## config.mk

```make
export PLATFORM = sky130hd
export DESIGN_NAME = hazard_ctrl
export DESIGN_NICKNAME = d
export VERILOG_FILES = /design/src/rtl/mips_hazard_pkg.sv /design/src/rtl/md_busy_timer.sv /design/src/rtl/hazard_ctrl.sv
export SDC_FILE = /design/constraint.sdc
export NUM_CORES = 1
export LEC_CHECK = 0
export ABC_CLOCK_PERIOD_IN_PS = 1800
export BUFFER_PORTS_ARGS = -buffer_cell sky130_fd_sc_hd__buf_2
export CORE_ASPECT_RATIO = 1.1
export CORE_MARGIN = 2
export CORE_UTILIZATION = 44
export DETAILED_ROUTE_END_ITERATION = 6
export GPL_TIMING_DRIVEN = 0
export PLACE_DENSITY = 0.85
export SLEW_MARGIN = 10
export SYNTH_ARGS = -nofsm -noshare
export SYNTH_HDL_FRONTEND = slang
export SYNTH_HIERARCHICAL = 1
export SYNTH_SLANG_ARGS = --single-unit
```

## constraint.sdc

```tcl
create_clock -name clk -period 1.8 [get_ports clk]
set_clock_uncertainty 0.15 [all_clocks]
set_input_delay 0.18 -clock clk [delete_from_list [all_inputs] [get_ports clk]]
set_output_delay 0.18 -clock clk [all_outputs]
set_load 0.005 [all_outputs]
```

## src/rtl/mips_hazard_pkg.sv

```systemverilog
`default_nettype none
// ============================================================================
//  Module      : mips_hazard_pkg
//  Description : Shared encodings, defaults and the per-operand Tuse/Tnew
//                hazard predicate for the 5-stage MIPS stall controller.
//  Revision    : 1.0  initial release
// ============================================================================
package mips_hazard_pkg;

  // Tuse encodings: cycles until the D-stage instruction needs the operand.
  localparam logic [1:0] TUSE_0    = 2'd0;
  localparam logic [1:0] TUSE_1    = 2'd1;
  localparam logic [1:0] TUSE_2    = 2'd2;
  localparam logic [1:0] TUSE_NONE = 2'd3;   // operand not read at all

  // Tnew encodings: cycles until the producer's result can be forwarded.
  localparam logic [1:0] TNEW_0 = 2'd0;
  localparam logic [1:0] TNEW_1 = 2'd1;
  localparam logic [1:0] TNEW_2 = 2'd2;

  // Mult/div busy window defaults (cycles after the start leaves E).
  localparam int MULT_CYCLES_DEF = 5;
  localparam int DIV_CYCLES_DEF  = 10;
  localparam int CNT_W_DEF       = 4;

  // Busy sequencer states.
  typedef enum logic [0:0] {
    MD_IDLE = 1'b0,
    MD_BUSY = 1'b1
  } md_state_e;

  // One source operand against the producers in E and M. $0 is hard-wired
  // zero and an unused operand cannot be hazarded; either producer alone is
  // enough to stall.
  function automatic logic src_hazard(
    input logic [4:0] src,
    input logic [1:0] tuse,
    input logic [4:0] a3_e,
    input logic       we_e,
    input logic [1:0] tnew_e,
    input logic [4:0] a3_m,
    input logic       we_m,
    input logic [1:0] tnew_m
  );
    logic hit_e;
    logic hit_m;
    hit_e = we_e && (a3_e == src) && (tnew_e > tuse);
    hit_m = we_m && (a3_m == src) && (tnew_m > tuse);
    return (src != 5'd0) && (tuse != TUSE_NONE) && (hit_e || hit_m);
  endfunction

endpackage
`default_nettype wire

```

## src/rtl/md_busy_timer.sv

```systemverilog
`default_nettype none
// ============================================================================
//  Module      : md_busy_timer
//  Description : IDLE/BUSY sequencer tracking how long the multiply/divide
//                unit stays busy after a start leaves the E stage.
//  Revision    : 1.0  initial release
// ============================================================================
module md_busy_timer
  import mips_hazard_pkg::*;
#(
  parameter int MULT_CYCLES = MULT_CYCLES_DEF,
  parameter int DIV_CYCLES  = DIV_CYCLES_DEF,
  parameter int CNT_W       = CNT_W_DEF
) (
  input  logic clk,
  input  logic reset,
  input  logic md_start_E,
  input  logic md_div_E,
  output logic md_busy
);

  localparam logic [CNT_W-1:0] C_MULT_LOAD = CNT_W'(MULT_CYCLES);
  localparam logic [CNT_W-1:0] C_DIV_LOAD  = CNT_W'(DIV_CYCLES);
  localparam logic [CNT_W-1:0] C_CNT_ONE   = CNT_W'(1);

  md_state_e        state_q, state_d;
  logic [CNT_W-1:0] cnt_q, cnt_d;
  logic [CNT_W-1:0] w_load;

  assign w_load = md_div_E ? C_DIV_LOAD : C_MULT_LOAD;

  // State and counter registers; reset aborts any count in progress.
  always_ff @(posedge clk) begin
    if (reset) begin
      state_q <= MD_IDLE;
      cnt_q   <= '0;
    end else begin
      state_q <= state_d;
      cnt_q   <= cnt_d;
    end
  end

  // Next state: load on a start, count down while busy, drop to idle at 1.
  // A start while already busy (blocked by the stall logic in a legal
  // program) simply restarts the window.
  always_comb begin
    state_d = state_q;
    cnt_d   = cnt_q;
    case (state_q)
      MD_IDLE: begin
        if (md_start_E) begin
          cnt_d   = w_load;
          state_d = MD_BUSY;
        end
      end
      MD_BUSY: begin
        if (md_start_E) begin
          cnt_d   = w_load;
          state_d = MD_BUSY;
        end else if (cnt_q == C_CNT_ONE) begin
          cnt_d   = '0;
          state_d = MD_IDLE;
        end else begin
          cnt_d   = cnt_q - C_CNT_ONE;
        end
      end
      default: begin
        cnt_d   = '0;
        state_d = MD_IDLE;
      end
    endcase
  end

  assign md_busy = (state_q == MD_BUSY);

endmodule
`default_nettype wire

```

## src/rtl/hazard_ctrl.sv

```systemverilog
`default_nettype none
// ============================================================================
//  Module      : hazard_ctrl
//  Description : Stall controller for the 5-stage MIPS pipeline. Freezes
//                fetch/decode and bubbles ID/EX on Tuse/Tnew data hazards and
//                on HI/LO access while the mult/div unit is busy.
//                Optional macro HAZARD_STALL_CNT_EN adds a 32-bit stall_cycles
//                performance counter port.
//  Revision    : 1.0  initial release
// ============================================================================
module hazard_ctrl
  import mips_hazard_pkg::*;
#(
  parameter int MULT_CYCLES = MULT_CYCLES_DEF,
  parameter int DIV_CYCLES  = DIV_CYCLES_DEF,
  parameter int CNT_W       = CNT_W_DEF
) (
  input  logic        clk,
  input  logic        reset,
  input  logic [4:0]  rs_D,
  input  logic [4:0]  rt_D,
  input  logic [1:0]  Tuse_rs_D,
  input  logic [1:0]  Tuse_rt_D,
  input  logic [4:0]  A3_E,
  input  logic        RegWrite_E,
  input  logic [1:0]  Tnew_E,
  input  logic [4:0]  A3_M,
  input  logic        RegWrite_M,
  input  logic [1:0]  Tnew_M,
  input  logic        md_use_D,
  input  logic        md_start_E,
  input  logic        md_div_E,
  output logic        IF_en,
  output logic        D_en,
  output logic        E_clr,
  output logic        md_busy
`ifdef HAZARD_STALL_CNT_EN
  ,
  output logic [31:0] stall_cycles
`endif
);

  logic w_stall_rs;
  logic w_stall_rt;
  logic w_stall_md;
  logic w_stall;

  md_busy_timer #(
    .MULT_CYCLES (MULT_CYCLES),
    .DIV_CYCLES  (DIV_CYCLES),
    .CNT_W       (CNT_W)
  ) u_md_busy_timer (
    .clk        (clk),
    .reset      (reset),
    .md_start_E (md_start_E),
    .md_div_E   (md_div_E),
    .md_busy    (md_busy)
  );

  assign w_stall_rs = src_hazard(rs_D, Tuse_rs_D, A3_E, RegWrite_E, Tnew_E,
                                 A3_M, RegWrite_M, Tnew_M);
  assign w_stall_rt = src_hazard(rt_D, Tuse_rt_D, A3_E, RegWrite_E, Tnew_E,
                                 A3_M, RegWrite_M, Tnew_M);

  // A start still in E counts as busy so the HI/LO user right behind it waits.
  assign w_stall_md = md_use_D && (md_busy || md_start_E);

  // Combined stall; the reset cycle always lets the pipeline advance.
  always_comb begin
    w_stall = 1'b0;
    if (!reset) begin
      w_stall = w_stall_rs || w_stall_rt || w_stall_md;
    end
  end

  assign IF_en = ~w_stall;
  assign D_en  = ~w_stall;
  assign E_clr = w_stall;

`ifdef HAZARD_STALL_CNT_EN
  logic [31:0] stall_cnt_q, stall_cnt_d;

  // Free-running stall counter; wraps naturally at 2^32.
  always_comb begin
    stall_cnt_d = stall_cnt_q;
    if (w_stall) begin
      stall_cnt_d = stall_cnt_q + 32'd1;
    end
  end

  // Counter register, cleared by reset.
  always_ff @(posedge clk) begin
    if (reset) begin
      stall_cnt_q <= '0;
    end else begin
      stall_cnt_q <= stall_cnt_d;
    end
  end

  assign stall_cycles = stall_cnt_q;
`endif

endmodule
`default_nettype wire

```

* After elaboration in Yosys (flattened, before gate mapping) *
Index checks and enable logic that the tools add are counted.

cells by class
  add/sub/neg operators = 1
  $lt $le $gt $ge = 4
  eq/ne operators = 8
  muxes and demuxes = 10
  bitwise operators = 2
  reduce and logical (&&, ||, !) cells = 20

operators by type and width
  operator                                           count
  == test 5 bit                                      4
  two-way mux 4 bit                                  4
  logical AND 1 bit                                  13
  nonzero test 5 bit                                 2
  greater-than comparator 2 bit                      4
  case mux 4 bit (2 select lines)                    1
  != test 2 bit (second input constant)              3
  logical OR 1 bit                                   5
  == test 4 x 1 -> 1 bit (second input constant)     1
  two-way mux 1 bit                                  4
  subtractor 4 x 1 -> 4 bit (second input constant)  1
  NOT 1 bit                                          2
  case mux 1 bit (2 select lines)                    1

word-level totals
  flip-flop bits (word level) = 5
  bits of input ports = 35
  output and inout bits = 4

* Depth between registers and ports, before layout *
Gate-level depths: netlist (run 1).

  depth after elaboration = 9
  mapped depth = 8
  gate-level depth less buffers = 7

* Hierarchy *
The synthesis (run 1) kept the hierarchy.

by module, submodules not included
  module         instances  cells an instance  area an instance (µm²)  seq. area each (µm²)
  hazard_ctrl    1          67                 480.5                   0.0
  md_busy_timer  1          31                 269.0                   100.1

* Least setup slack after synthesis (run 1) *
No wires, ideal clock.

  path type = input to output
  start point = input port Tuse_rt_D[1]
  end point = output port IF_en
  data arrival time = 1419 ps
  path slack = 51 ps
  stages on the path = 8
  path buffers = 1
  cells stage by stage = inv_1 ha_1 a21boi_1 nand4_1 nor4_1 o21ai_1 and3_1 buf_4

between the ends
  longest elaborated chain between the ends = 8
  elaborated cells on any way between the ends = 12
  classes of those cells = order compare: 2; eq/ne: 1; mux: 1; bitwise: 1; reduce/logical: 7

RTL lines
  item                                                     RTL line                                      source
  from (decl)                                              hazard_ctrl.sv:23                             input logic [1:0] Tuse_rt_D,
  greater-than comparator 2 bit, on equally long branches  mips_hazard_pkg.sv:47, mips_hazard_pkg.sv:48
  logical AND 1 bit, on equally long branches              mips_hazard_pkg.sv:47, mips_hazard_pkg.sv:48
  logical OR 1 bit                                         mips_hazard_pkg.sv:49                         return (src != 5'd0) && (tuse != TUSE_NONE) && (hit_e || hit_m);
  logical AND 1 bit *                                      mips_hazard_pkg.sv:49
  logical OR 1 bit * (2 in series)                         hazard_ctrl.sv:72                             w_stall = w_stall_rs || w_stall_rt || w_stall_md;
  two-way mux 1 bit *                                      hazard_ctrl.sv:71                             if (!reset) begin
  NOT 1 bit *                                              -
  to (decl)                                                hazard_ctrl.sv:33                             output logic IF_en,

Mark *: on every way between the ends. The rest lies on a longest branch, timed or not.

* Final worst setup path (run 1) *
  start point = input port Tnew_M[1]
  end point = output port D_en

between the ends
  longest elaborated chain between the ends = 8
  elaborated cells on any way between the ends = 12
  classes of those cells = order compare: 2; mux: 1; bitwise: 1; reduce/logical: 8

RTL lines
  item                              RTL line               source
  from (decl)                       hazard_ctrl.sv:29      input logic [1:0] Tnew_M,
  greater-than comparator 2 bit     mips_hazard_pkg.sv:48  hit_m = we_m && (a3_m == src) && (tnew_m > tuse);
  logical AND 1 bit                 mips_hazard_pkg.sv:48
  logical OR 1 bit                  mips_hazard_pkg.sv:49
  logical AND 1 bit                 mips_hazard_pkg.sv:49
  logical OR 1 bit * (2 in series)  hazard_ctrl.sv:72
  two-way mux 1 bit *               hazard_ctrl.sv:71
  NOT 1 bit *                       hazard_ctrl.sv:77      assign D_en = ~w_stall;
  to (decl)                         hazard_ctrl.sv:34      output logic D_en,

Marks and branches as above.

==> results by stage, run 1 <==
Run status:
- The run finished with clean final reports.

STA:
- The hold violation count in the final report came to 0.
- The clock period minus worst slack is 1.77 ns.
- The worst pin sits at a relative slew slack of 77.8%.
- Hold timing on the final database bottoms out at a slack of 0.0144 ns.
- The final count of pins violating max slew is 0.
- In the post-route analysis, the smallest setup slack over all paths is 0.0288 ns.
- The final period utilization is 98.4%.
- For this run, the top clock speed supported by timing is 0.565 GHz.
- The number of setup violations in the final report is 0.
- The transition time at the pin with the least slew margin is 0.332 ns.

Global routing:
- The number of antenna violations at the first check in global routing came to 0.
- The first global-routing pass estimated 3420 um of wire.
- Entering global routing, the biggest net connects 10 pins.
- Summed over all layers, the global routing overflow is 0.
- The overall global routing resource usage is 22.4%.
- The via count of the first global-routing pass is 810.

Yosys:
- The cell taking the most area after synthesis is xnor2_1.
- After synthesis, flip-flops and latches occupy a little over an eighth of the total area.
- The number of register bits inferred by synthesis is 5.
- During synthesis, Yosys emitted a total of 6 warnings.
- The count of mapped cells out of synthesis is 98.
- After synthesis, the cell types taking the most area are xnor2_1 (18%), ha_1 (17%), dfxtp_1 (13%), xor2_1 (8.2%), inv_1 (6.0%).
- The distinct cell type count of the synthesized netlist is 27.
- The fraction of post-synthesis cell area in the top cell type by area is approximately 18%.
- The total nets after synthesis is 143.
- The post-synthesis area per instance is 7.65 um^2.
- The mapped netlist covers between 700 and 800 um^2.

Pwr:
- In this run the static leakage power is 0.492 nW.
- The peak ir drop on the vdd network is 0.579 mV.
- Dividing total power by cell area gives a power density of 444 nW/um^2.

Layout:
- 0 antenna diodes ended up in the layout.
- In the final layout, the share of cells above drive strength 1 is 46.0%.
- The sequential standard cell area is ~100 um^2.
- The count of filler cells inserted in the layout is about 110.
- The net count reported at finish is 185.
- The layout overhead on the synthesized area is 58.4%.
- The number of standard cells in the layout, taps in and fillers out is 156.
- The most common cell after layout, fill and taps aside is buf_2.
- Summing all multi-input logic gate instances after layout gives ~740 um^2.
- The library cells used most frequently in the layout, excluding fill and tap cells, are buf_2 (30), xnor2_1 (15), inv_1 (8), ha_4 (8).

Clock network:
- For the worst-skew pair, the clock arrives at the later sink with an insertion delay of 0.25 ns.
- The hold buffer count at CTS is 0.
- The buffer depth of the longest clock path is 2.
- The CTS tree is done.
- CTS built an H-tree with a depth of 1.
- Clock-pin slew was measured on the worst setup and hold paths at approximately 0.040 ns.
- CTS saw 5 sinks.
- The clock root buffer is clkbuf_4.
- Clock tree synthesis inserted a total of 3 buffers.

Critical path:
- The signal on the critical path passes through buf_2, ha_4, a21boi_2, nand4_1, nor4_1, o21ai_2, and3_4, buf_6.
- The category of the most critical setup path is in2out.
- The worst setup path is launched from an input pin.
- For the worst setup path, the data required time is 1.47 ns.
- The cell with the biggest individual delay on the critical path is ha_4.
- The critical path runs through a total of 8 cells.
- In this design, the stage delay of the slowest critical-path cell is 0.25 ns.
- The number of buffer and inverter stages on the critical path is 2.
- In this design, the largest share of critical-path delay is due to simple AND/OR/NAND/NOR gates.
- At the worst endpoint, the arrival time is 1.44 ns.
- The worst reg2reg path depth is 5.
- In this run the worst path has a maximum fanout of 2.
- The worst setup path is captured at an output pin.

Place:
- Including well taps, the total number of placed cells is 153.
- After legalization and detailed placement, the total HPWL measured 1680 um.
- The count of buffers from port buffering is 38.
- The worst-case setup slack after placement is -0.284 ns.
- At the end of routability-driven placement, the weighted congestion stood at 0.919.

Die:
- The number of ports placed on the die boundary is 39.
- The total die area is 2050 um^2.
- The core region is around 1600 um^2.
- The row count is 15.
- For this configuration, the core starts out at a cell density of a little under half.
- The die extent in y is 47.3 um.
- The die is ~43 um wide.

Drt:
- In the routed design, unresolved DRC markers number 0.
- Dividing the detail-routed wire length by the instance count gives 15.4 um.
- The residual antenna-violating net count after detailed routing is 0.
- The total detailed-routing wirelength is 2410 um.
- In the routed layout, each cell is associated on average with a via count of between 5 and 6.
- The total number of vias is 866.
- The DRC violation total after the first TritonRoute iteration is 22.
- The first TritonRoute pass finished after 4 iterations.

Min path:
- The hold path depth is 2.
- The type of the worst min-delay path is in2reg.

Run:
- Across the run, the number of max-cap violations was 0.
[layer usage]
metal	wire [um]	part of all wire, %	up-vias	GRT usage [%]
met3	162	6.7	6	5.00
met1	925	38	381	25.2
met2	1280	53	56	44.2
met5	0	0	-	0
met4	34	1.4	0	3.64
li1	-	-	423	-
[logic make-up (layout without fill, tap and decap cells)]
kind of cell	Yosys count	after routing	share of synthesized area (%)
AND/OR/NAND/NOR	27	27	18.5
XOR/XNOR	22	22	25.7
AO/OA/AOI/OAI	20	20	18.2
buffers and inverters	14	55	7.51
adder cells (fa/ha/maj)	10	10	16.7
flip-flops	5	5	13.4
[registers in the layout, summed over array words and instances, names as in the netlist]
| signal | count |
|---|---|
| u_md_busy_timer/md_busy | 1 |
| u_md_busy_timer/cnt_q | 4 |
[worst register-to-register path: cells and delay by family, from the launching register on]
family	cells	cell delay (ns)
simple gates	2	0.45
flops	1	0.35
compound gates	1	0.24
fa+ha+maj	1	0.17
buf+inv	1	0.07
[worst paths after layout]
check	start	end	slack (ns)
hold / removal	md_div_E	u_md_busy_timer/cnt_q[0]	0.01
hold reg to reg	u_md_busy_timer/cnt_q[1]	u_md_busy_timer/cnt_q[1]	0.46
setup reg to reg	u_md_busy_timer/cnt_q[1]	u_md_busy_timer/cnt_q[2]	0.28
setup / recovery	Tnew_M[1]	D_en	0.03
[cell usage after synthesis]
master / instances
and3_1: 1
o21ai_1: 2
ha_1: 10
nand4_1: 2
a221oi_2: 1
buf_4: 1
nor3_1: 3
nor2_1: 4
inv_1: 12
nor4_1: 4
dfxtp_1: 5
a221oi_1: 2
clkbuf_1: 1
o21ai_0: 1
or2_2: 1
nand3_1: 5
a211oi_1: 1
nand2_1: 5
o211ai_1: 2
or3b_1: 1
xnor2_1: 15
xor2_1: 7
a21boi_1: 2
o32ai_1: 1
a21boi_0: 1
a21oi_1: 7
nand2b_1: 1
[report_power, final]
part	internal, mW	switching, mW	leakage (nW)	total [mW]
logic	0.132	0.131	0.435	0.263
clock network	0.0840	0.0485	0.0150	0.133
registers	0.121	0.0112	0.0416	0.132
[what timing repair did]
item | 4_1_cts | 5_1_grt
buffers inserted | 0 | 0
resized for setup | 22 | 18
pin swaps | 18 | 8
endpoints found under the setup margin | 3 | 2
[final cells by class]
type	instances	area share, %
well taps	17	1.79
clock buffers	4	2.21
inverters	12	4.64
repair buffers	38	19.9
plain buffers	1	0.316
multi-input cells	79	62.7
flip-flops and latches	5	8.43
[metrics by stage]
| stage | util (%) | TNS (ns) | area, um^2 | total power [mW] |
|---|---|---|---|---|
| floorplan | - | 0 | 749 | 0.245 |
| global placement | 61.0 | -0.492 | 961 | 0.324 |
| detailed placement | 61.0 | -0.534 | 961 | 0.333 |
| CTS | 71.0 | 0 | 1120 | 0.501 |
| global route | 75.3 | -0.0165 | 1190 | 0.568 |
| finish | 75.3 | 0 | 1190 | 0.527 |
Power figures use the tool's default switching activity.
==> run 2, diff against run 1 <==
- SYNTH_HIERARCHICAL: 1 -> unset
==> results by stage, run 2 <==
Clock network:
- The number of levels the H-tree was split into came to 1 (unchanged).
- The later-pin clock latency in the skew report came to 0.25 ns (about the same).
- The clock root buffer is clkbuf_4.
- The number of sinks handled by clock tree synthesis came to 5 (unchanged).
- The hold buffer count at CTS is 0 (unchanged).
- The TritonCTS buffer count is 3 (unchanged).
- The CTS tree is done.
- The clock transition at the register clock pins on the worst setup and hold paths after CTS is 0.04 ns (about the same).
- The buffer depth of the longest clock path was 2 (unchanged).
- The post-CTS setup buffer count came to 0 (unchanged).

Layout:
- The count of filler cells inserted in the layout is 132 (+21%).
- The library cells used most frequently in the layout, excluding fill and tap cells, are buf_2 (29), xnor2_1 (14), nor2_1 (9).
- The register with the most flip-flops in the final layout is u_md_busy_timer.cnt_q.
- The fraction of layout instances using a drive strength above 1 is 37.7% (-8.4 points).
- The net count reported at finish came to 184 (-0.54%).
- Relative to the synthesized area, the layout overhead comes to 46.6%.
- The most common cell after layout, fill and taps aside is buf_2.
- The number of flip-flops under the largest register name was 4 (unchanged).
- The post-layout utilization of the core was 69.4% (-5.9 points).
- The count of inserted antenna diode cells came to 0 (unchanged).
- The total non-filler cell area in the finished layout is 1090 um^2 (-7.8%).

Run:
- The count of max-cap constraint violations is 0 (unchanged).

Drt:
- The routed length per instance was 13.4 um (-13%).
- The total number of vias is 853 (-1.5%).
- The residual antenna-violating net count after detailed routing is 0 (unchanged).
- The total detailed-routing wirelength is 2070 um (-14%).
- The number of detailed-routing iterations run before antenna repair is 4 (unchanged).
- The detail-routed via count per cell is 5.50 (-0.87%).
- The number of remaining DRC errors is 0 (unchanged).
- The DRC violation total after the first TritonRoute iteration is 12 (-45%).

Die:
- The die extent in y is 47.2 um (-0.15%).
- The die boundary width is 43.3 um (-0.15%).
- The initial core utilization came to 47.4% (-0.16 points).
- The number of ports placed on the die boundary was 39 (unchanged).
- The area inside the core boundary is 1580 um^2 (unchanged).
- The total die area is 2040 um^2 (-0.30%).
- The row count is 15 (unchanged).

Place:
- The weighted congestion reported at the end of routability-driven placement came to 0.895 (-2.7%).
- The worst-case setup slack after placement is -0.327 ns (-0.0422 ns).
- The count of buffers from port buffering is 36 (-5.3%).
- The half-perimeter wire length after placement was 1640 um (-2.8%).
- The post-detailed-placement cell area is 948 um^2 (-1.3%).

Yosys:
- By count the netlist is led by xnor2_1 (14), inv_1 (11), ha_1 (10).
- The combined area of all synthesized cells is 747 um^2 (-0.33%).
- The count of mapped cells out of synthesis is 99 (+1.0%).
- The number of register bits inferred by synthesis is 5 (unchanged).
- In the post-synthesis netlist, the biggest area contributors are ha_1 (17%), xnor2_1 (16%), dfxtp_1 (13%), xor2_1 (8.2%), inv_1 (5.5%).
- The count of flip-flops with a built-in enable after synthesis came to 0 (unchanged).
- The share of synthesized registers carrying an async set or reset is 0% (unchanged).
- The fraction of the yosys area taken by sequential cells is 13.4% (+0.045 points).
- The Yosys warning count is 0 (-6).
- Among all flip-flop cells after synthesis, the most frequent one is dfxtp_1.
- The distinct cell type count of the synthesized netlist was 24 (-11%).
- The cell taking the most area after synthesis is ha_1.
- The post-synthesis area per instance is 7.55 um^2 (-1.3%).
- The fraction of post-synthesis cell area in the top cell type by area was 16.8% (-0.78 points).
- The leading cell type by number of instances after synthesis is xnor2_1.
- The total nets after synthesis is 144 (+0.70%).

Pwr:
- The overall power after layout came to 0.496 mW (-5.9%).
- The peak ir drop on the vdd network is 0.250 mV (-57%).
- The total leakage power is 0.473 nW (-3.7%).
- The ratio of total power to cell area is 453 nW/um^2 (+2.0%).

Critical path:
- The critical path goes through buf_6, inv_4, ha_4, a21boi_2, nand4_1, nor4_2, o21ai_1, and3_1, buf_2.
- The maximum single-stage delay on the critical path is 0.21 ns (-0.04 ns).
- The worst reg2reg path depth is 5 (unchanged).
- The required time at the endpoint of the critical path is 1.47 ns (about the same).
- The data arrival time at the worst-slack endpoint is 1.42 ns (-0.02 ns).
- The kind of cell adding the most delay to the critical path is simple AND/OR/NAND/NOR gates.
- The number of buffer and inverter stages on the critical path is 3 (+1).
- The critical-path maximum fanout is 2 (unchanged).
- The logic depth of the worst path, buffers included came to 9 (+1).
- The kind of end point of the critical path is an output pin.
- The cell with the biggest individual delay on the critical path is and3_1.
- The worst setup path is launched from an input pin.
- The critical path is of the in2out type.

STA:
- The worst setup margin is 0.0471 ns (+0.0183 ns).
- The clock period minus worst slack is 1.75 ns (-0.0183 ns).
- The worst relative slew slack is 74.7% (-3.2 points).
- Setup repair after global routing could not meet its margin everywhere.
- The final period utilization is 97.4% (-1.0 points).
- The timing-limited maximum frequency is 0.570 GHz (+1.0%).
- The transition time at the pin with the least slew margin is 0.380 ns (+0.0477 ns).
- The final count of pins violating max slew was 0 (unchanged).
- The hold violation count in the final report is 0 (unchanged).
- The number of setup violations in the final report is 0 (unchanged).

Global routing:
- The total global routing overflow is 0 (unchanged).
- The via count of the first global-routing pass is 867 (+7.0%).
- The overall global routing resource usage is 22.9% (+0.48 points).
- The first-pass GRT wire length is 3470 um (+1.6%).
- The number of antenna violations at the first check in global routing came to 0 (unchanged).
- The pin count of the biggest net entering global routing is 11 (+1).

Min path:
- The type of the worst min-delay path is in2reg.
- The hold path depth is 2 (unchanged).

Run status:
- The run finished with clean final reports.
## run 2: cell families (layout without fill, tap and decap cells)
group	after synthesis	count (layout)	share of synthesized area, %
simple gates	30	30	20.9
fa+ha+maj	10	10	16.8
buf+inv	14	53	7.54
xor+xnor	21	21	24.6
mux	1	1	1.34
flops	5	5	13.4
compound gates	18	18	15.4
## run 2: layout make-up
type | instances | area [um^2] | area share (%)
Multi-Input combinational cell | 80 | 667 | 60.9
Timing Repair Buffer | 36 | 224 | 20.5
Sequential cell | 5 | 100 | 9.14
Inverter | 11 | 48.8 | 4.46
Clock buffer | 4 | 26.3 | 2.40
Tap cell | 17 | 21.3 | 1.94
Buffer | 2 | 7.51 | 0.686
## run 2: final timing paths
kind / from / endpoint / slack (ns)
hold / removal: md_div_E / u_md_busy_timer.cnt_q[0] / 0.02
hold reg to reg: u_md_busy_timer.md_busy / u_md_busy_timer.md_busy / 0.49
setup / recovery: Tuse_rt_D[1] / D_en / 0.05
setup reg to reg: u_md_busy_timer.md_busy / u_md_busy_timer.cnt_q[3] / 0.32
## run 2: repair_timing
| action | in CTS | in global routing |
|---|---|---|
| resized for setup | 11 | 14 |
| hold endpoints to repair | 0 | 0 |
| setup endpoints to repair | 3 | 3 |
| pin swaps | 9 | 0 |
## run 2: metrics by stage
| stage | setup TNS, ns | instances | hold slack, ns |
|---|---|---|---|
| final | 0 | 155 | 0.0196 |
| after floorplan | 0 | 99 | 0.129 |
| after global placement | -0.468 | 152 | 0.275 |
| after global routing | -0.124 | 155 | 0.0252 |
| after detailed placement | -0.640 | 152 | 0.289 |
| after CTS | 0 | 155 | 0.0239 |
## run 2: worst reg2reg max path, cell delays in order (launching register included)
cell	delay, ns
dfxtp_1	0.48
nor4b_2	0.29
mux2i_1	0.22
nor2_1	0.05
a21oi_1	0.12
nor2_1	0.05
## run 2: layer usage
metal / vias up / wire length, um / GRT usage, %
met2: 30 / 1100 / 43.0
li1: 426 / - / -
met5: - / 0 / 0
met3: 2 / 126 / 5.00
met1: 395 / 825 / 26.1
met4: 0 / 19 / 7.27
## run 2: where the power goes
part | leakage (nW) | switching [mW] | total (mW) | internal [mW]
sequential | 0.0416 | 0.0118 | 0.132 | 0.120
clock | 0.0150 | 0.0501 | 0.134 | 0.0841
combinational | 0.417 | 0.111 | 0.230 | 0.118
